### config.mk
export PLATFORM = sky130hd
export DESIGN_NAME = mux_rr_arbiter
export DESIGN_NICKNAME = d
export VERILOG_FILES = /design/src/rtl/mux_rr_arbiter.sv
export SDC_FILE = /design/constraint.sdc
export NUM_CORES = 1
export LEC_CHECK = 0
export ABC_AREA = 1
export BUFFER_PORTS_ARGS = -buffer_cell sky130_fd_sc_hd__buf_2
export CORE_ASPECT_RATIO = 0.5
export CORE_MARGIN = 4
export CORE_UTILIZATION = 30
export DETAILED_ROUTE_END_ITERATION = 10
export PLACE_DENSITY_LB_ADDON = 0.05
export SYNTH_ARGS = -nofsm -noshare
export SYNTH_HDL_FRONTEND = slang
export SYNTH_SLANG_ARGS = --single-unit
### constraint.sdc
create_clock -name clk -period 2.7 [get_ports clk]
set_input_delay 0.135 -clock clk [delete_from_list [all_inputs] [get_ports clk]]
set_output_delay 0.135 -clock clk [all_outputs]
set_load 0.005 [all_outputs]
### src/rtl/mux_rr_arbiter.sv
// mux_rr_arbiter: two requesters share one 2:1 select datapath.
// Round-robin grant with a bounded burst length; grants, select and the
// output word are all registered so downstream sees one valid/data stream.
module mux_rr_arbiter #(
  parameter int DATA_WIDTH = 8,
  parameter int MAX_HOLD   = 4    // legal range 1..255
) (
  input  logic                  clk,
  input  logic                  rst,
  input  logic                  req_a,
  input  logic                  req_b,
  input  logic [DATA_WIDTH-1:0] data_a,
  input  logic [DATA_WIDTH-1:0] data_b,
  output logic                  gnt_a,
  output logic                  gnt_b,
  output logic                  sel,
  output logic [DATA_WIDTH-1:0] out,
  output logic                  out_valid
);

  typedef enum logic [1:0] {
    IDLE    = 2'd0,
    GRANT_A = 2'd1,
    GRANT_B = 2'd2
  } state_e;

  // Burst length limit expressed as the last legal hold_cnt value.
  localparam logic [7:0] HOLD_LIMIT = 8'(MAX_HOLD - 1);

  state_e                  state_q, state_d;
  logic [7:0]              hold_q, hold_d;
  logic                    last_b_q, last_b_d;   // 1: B was granted most recently
  logic                    sel_q, sel_d;
  logic                    gnt_a_q, gnt_b_q;
  logic [DATA_WIDTH-1:0]   out_q, out_d;
  logic                    out_valid_q, out_valid_d;
  logic                    xfer_a_s, xfer_b_s;

  assign xfer_a_s = gnt_a_q & req_a;
  assign xfer_b_s = gnt_b_q & req_b;

  // Next-state selection: round-robin in IDLE, release or forced hand-over in a grant.
  always_comb begin
    state_d = state_q;
    case (state_q)
      IDLE: begin
        if (req_a && req_b) begin
          state_d = last_b_q ? GRANT_A : GRANT_B;
        end else if (req_a) begin
          state_d = GRANT_A;
        end else if (req_b) begin
          state_d = GRANT_B;
        end else begin
          state_d = IDLE;
        end
      end
      GRANT_A: begin
        if (!req_a) begin
          state_d = req_b ? GRANT_B : IDLE;
        end else if (req_b && (hold_q == HOLD_LIMIT)) begin
          state_d = GRANT_B;
        end else begin
          state_d = GRANT_A;
        end
      end
      GRANT_B: begin
        if (!req_b) begin
          state_d = req_a ? GRANT_A : IDLE;
        end else if (req_a && (hold_q == HOLD_LIMIT)) begin
          state_d = GRANT_A;
        end else begin
          state_d = GRANT_B;
        end
      end
      default: begin
        state_d = IDLE;
      end
    endcase
  end

  // Burst bookkeeping: entry into a grant restarts the count and moves select/last_grant.
  always_comb begin
    hold_d   = hold_q;
    last_b_d = last_b_q;
    sel_d    = sel_q;
    if (state_d == IDLE) begin
      hold_d = 8'd0;
    end else if (state_d != state_q) begin
      hold_d   = 8'd0;
      last_b_d = (state_d == GRANT_B);
      sel_d    = (state_d == GRANT_B);
    end else if (hold_q < HOLD_LIMIT) begin
      // Staying in the same grant; saturate so a lone requester keeps it.
      hold_d = hold_q + 8'd1;
    end else begin
      hold_d = hold_q;
    end
  end

  // Output stage: capture the word of the current transfer cycle.
  always_comb begin
    out_d       = out_q;
    out_valid_d = 1'b0;
    if (xfer_a_s) begin
      out_d       = data_a;
      out_valid_d = 1'b1;
    end else if (xfer_b_s) begin
      out_d       = data_b;
      out_valid_d = 1'b1;
    end else begin
      out_d       = out_q;
      out_valid_d = 1'b0;
    end
  end

  // State and output registers; reset aborts any burst and suppresses its output.
  always_ff @(posedge clk) begin
    if (rst) begin
      state_q     <= IDLE;
      hold_q      <= 8'd0;
      last_b_q    <= 1'b1;
      sel_q       <= 1'b0;
      gnt_a_q     <= 1'b0;
      gnt_b_q     <= 1'b0;
      out_q       <= '0;
      out_valid_q <= 1'b0;
    end else begin
      state_q     <= state_d;
      hold_q      <= hold_d;
      last_b_q    <= last_b_d;
      sel_q       <= sel_d;
      gnt_a_q     <= (state_d == GRANT_A);
      gnt_b_q     <= (state_d == GRANT_B);
      out_q       <= out_d;
      out_valid_q <= out_valid_d;
    end
  end

  assign gnt_a     = gnt_a_q;
  assign gnt_b     = gnt_b_q;
  assign sel       = sel_q;
  assign out       = out_q;
  assign out_valid = out_valid_q;

endmodule

==> impl_metrics.csv <==
group,metric,value,unit
outcome,result_of_the_run,"finished, final reports clean",
yosys,synth.ff_latch_count,23,
setup_path,critical_path_required,2.85,ns
run,drv.max_cap_violation_count,0,
floorplanning,io_pins,32,
setup_path,cp_max_fo,3,
detailed_routing,num_vias,921,
detailed_routing,route.final.wire_length,2210,um
yosys,synth_seq_area_share,46.1,%
global_route,grt_first_pass_wirelength,3620,um
yosys,syn-instance-count,136,
setup_path,timing.critical_path.to_type,"register",
sta,timing.setup.tns,0,ns
global_route,grt_antenna_before_repair,0,
pwr,power.density,627,mW/mm2
sta,layout_min_cycle_time,1.57,ns
sta,worst_pin_slew,0.446,ns
detailed_routing,detail_route.drc_violations,0,
detailed_routing,antenna_violating_nets_post_route,0,
yosys,syn-num-nets,157,
place,gp_congestion,0.752,
detailed_routing,initialDrtViolationCount,24,
layout,fin_nets,191,
global_route,total_grt_overflow,0,
clocking,post_cts.resized_instances,0,
clocking,htree_levels,1,
yosys,mappedNetlistArea,1000,um2
pwr,p_leak,0.595,nW
sta,clock_skew,0.00341,ns
sta,final_min_period_over_clock_period,58.0,%
floorplanning,start_util,32.2,%
detailed_routing,drt_pre_antenna_iters,4,
hold_path,hold_class,"input port to register",
floorplanning,die_wd,89.6,um
setup_path,r2r_cells,11,
setup_path,worstPathArrival,1.71,ns
detailed_routing,drt-vias-per-instance,4.41,
place,dp_hpwl,1660,um
global_route,track_usage,10.5,%
layout,antenna_cells,0,
yosys,synth_enable_flop_cells,0,
setup_path,endpoint,"sel",
clocking,cts.path.max_buffers,2,
layout,synthToLayoutAreaGrowth,24.3,%
pwr,fin_total_pwr,0.779,mW
sta,fmaxAchievable,0.638,GHz
sta,final_max_slew_viol_count,0,
setup_path,criticalPathCategory,"register to register",
layout,layout.cells.most_common_list,"nand2_1, buf_2, nor2_1",
clocking,cts_tree,"yes",
clocking,cts_buffers,3,
setup_path,rr_startpoint,"hold_q[0]",
clocking,postcts_setup_bufs,0,
layout,finish.utilization,40.1,%
clocking,clock-sinks,23,
clocking,clkLatencyLatePin,0.26,ns
clocking,clk_pin_slew_worst_paths,0.08,ns
yosys,synthFlopType,"dfxtp_1",
yosys,synthesis.area_per_instance,7.35,um2
sta,relSlewSlack,70.2,%
layout,layout.cells.non_filler,209,
sta,final_hold_viol_count,0,
setup_path,startpoint_type,"register",
floorplanning,rows,14,
clocking,cts_hold_repair.buffers,0,
floorplanning,die_y,48.8,um
clocking,cts_root_buffer,"clkbuf_8",
yosys,synthDistinctLibCells,21,
place,placement.io_buffers,31,
global_route,pin_count_of_the_biggest_net_entering_global_routing,16,
pwr,ir_drop,0.278,mV
yosys,synthArstFlopShare,0,%
sta,setup-violations-final,0,
setup_path,worst-r2r-setup-slack,1.13,ns
setup_path,critical_path.startpoint,"hold_q[0]",
place,placedCellCount,205,
sta,grt_setup_unrepaired,"false",
layout,layout_commonest_cell,"nand2_1",
layout,nFillCells,351,
detailed_routing,avgRoutedWirePerCell,10.6,um
global_route,vias_in_the_first_global_route,820,
floorplanning,dieArea,0.00438,mm2
floorplanning,coreArea,0.00310,mm2
setup_path,regToRegEndpoint,"sel",
yosys,synth.yosys.warnings,0,
layout,final_layout_size_suffix_gt1_share,26.6,%
[worst min-delay path by stage]
stage                     slack [ns]      start  cells past startpoint      to
after floorplan                 0.20        rst                      1     sel
after global placement          0.42  data_a[0]                      3  out[0]
after detailed placement        0.42  data_a[1]                      3  out[1]
after CTS                       0.13  data_a[0]                      3  out[0]
after global routing            0.13  data_a[0]                      3  out[0]
final                           0.14  data_a[0]                      3  out[0]
[power by group]
part           internal (mW)  switching [mW]  total (mW)
logic                 0.0749           0.103       0.177
registers              0.369          0.0198       0.389
clock network          0.103           0.109       0.212
total                  0.547           0.232       0.779
[per-layer routing]
metal | part of all wire [%] | vias up | GRT usage, % | wire length (um)
met3 | 9.2 | 2 | 4.89 | 204
met4 | 0.27 | 0 | 1.49 | 6
met5 | 0 | - | 0 | 0
met2 | 42 | 29 | 16.4 | 931
met1 | 48 | 393 | 13.3 | 1070
li1 | - | 497 | - | -
[logic make-up after synthesis]
logic type	Yosys count	share of synthesized area (%)
and+or+nand+nor	77	35.0
DFF	23	46.1
AOI/OAI and AO/OA	17	9.64
buffers and inverters	16	6.13
xor gates and xnor gates	1	0.876
muxes	1	1.00
adders and majority gates	1	1.25
[final cells by class]
cell class | instances | area [um2] | area share [%]
repair buffers | 31 | 155 | 12.5
flip-flops and latches | 23 | 460 | 37.1
multi-input cells | 97 | 478 | 38.5
clock buffers | 3 | 41.3 | 3.32
clock inverters | 1 | 5.00 | 0.403
inverters | 14 | 52.6 | 4.23
well taps | 40 | 50.0 | 4.03
[registers in the layout (all words and copies together) (netlist names)]
name,flops
gnt_a,1
gnt_b,1
hold_q,8
last_b_q,1
out,8
out_valid,1
sel,1
state_q,2
[cell usage after synthesis, drive strengths merged (3+ instances only)]
| master | count | area (um2) |
|---|---|---|
| inv | 14 | 52.6 |
| nand3 | 6 | 50.1 |
| nor2 | 30 | 113 |
| o21ai | 7 | 38.8 |
| a21oi | 7 | 38.8 |
| a31oi | 3 | 18.8 |
| nand4 | 3 | 18.8 |
| dfxtp | 23 | 460 |
| nand2 | 35 | 136 |
[critical path, stage by stage (launching register included)]
cell	delay, ns
dfxtp_1	0.35
ha_1	0.19
inv_1	0.05
nor2_1	0.12
nand3_2	0.10
nand2_1	0.07
nand2_1	0.06
and3_2	0.23
nand2_2	0.10
nand2_1	0.08
nand2_1	0.07
a21oi_2	0.04
[through the flow]
step           area (um2)  hold slack [ns]  worst slack, ns
6_report             1240            0.137             1.13
5_1_grt              1240            0.134            0.911
3_5_place_dp         1200            0.419             1.14
3_3_place_gp         1200            0.416             1.14
4_1_cts              1240            0.131             1.12
2_1_floorplan        1000            0.197             1.27
Note: power is estimated with default switching activity, not from simulation.
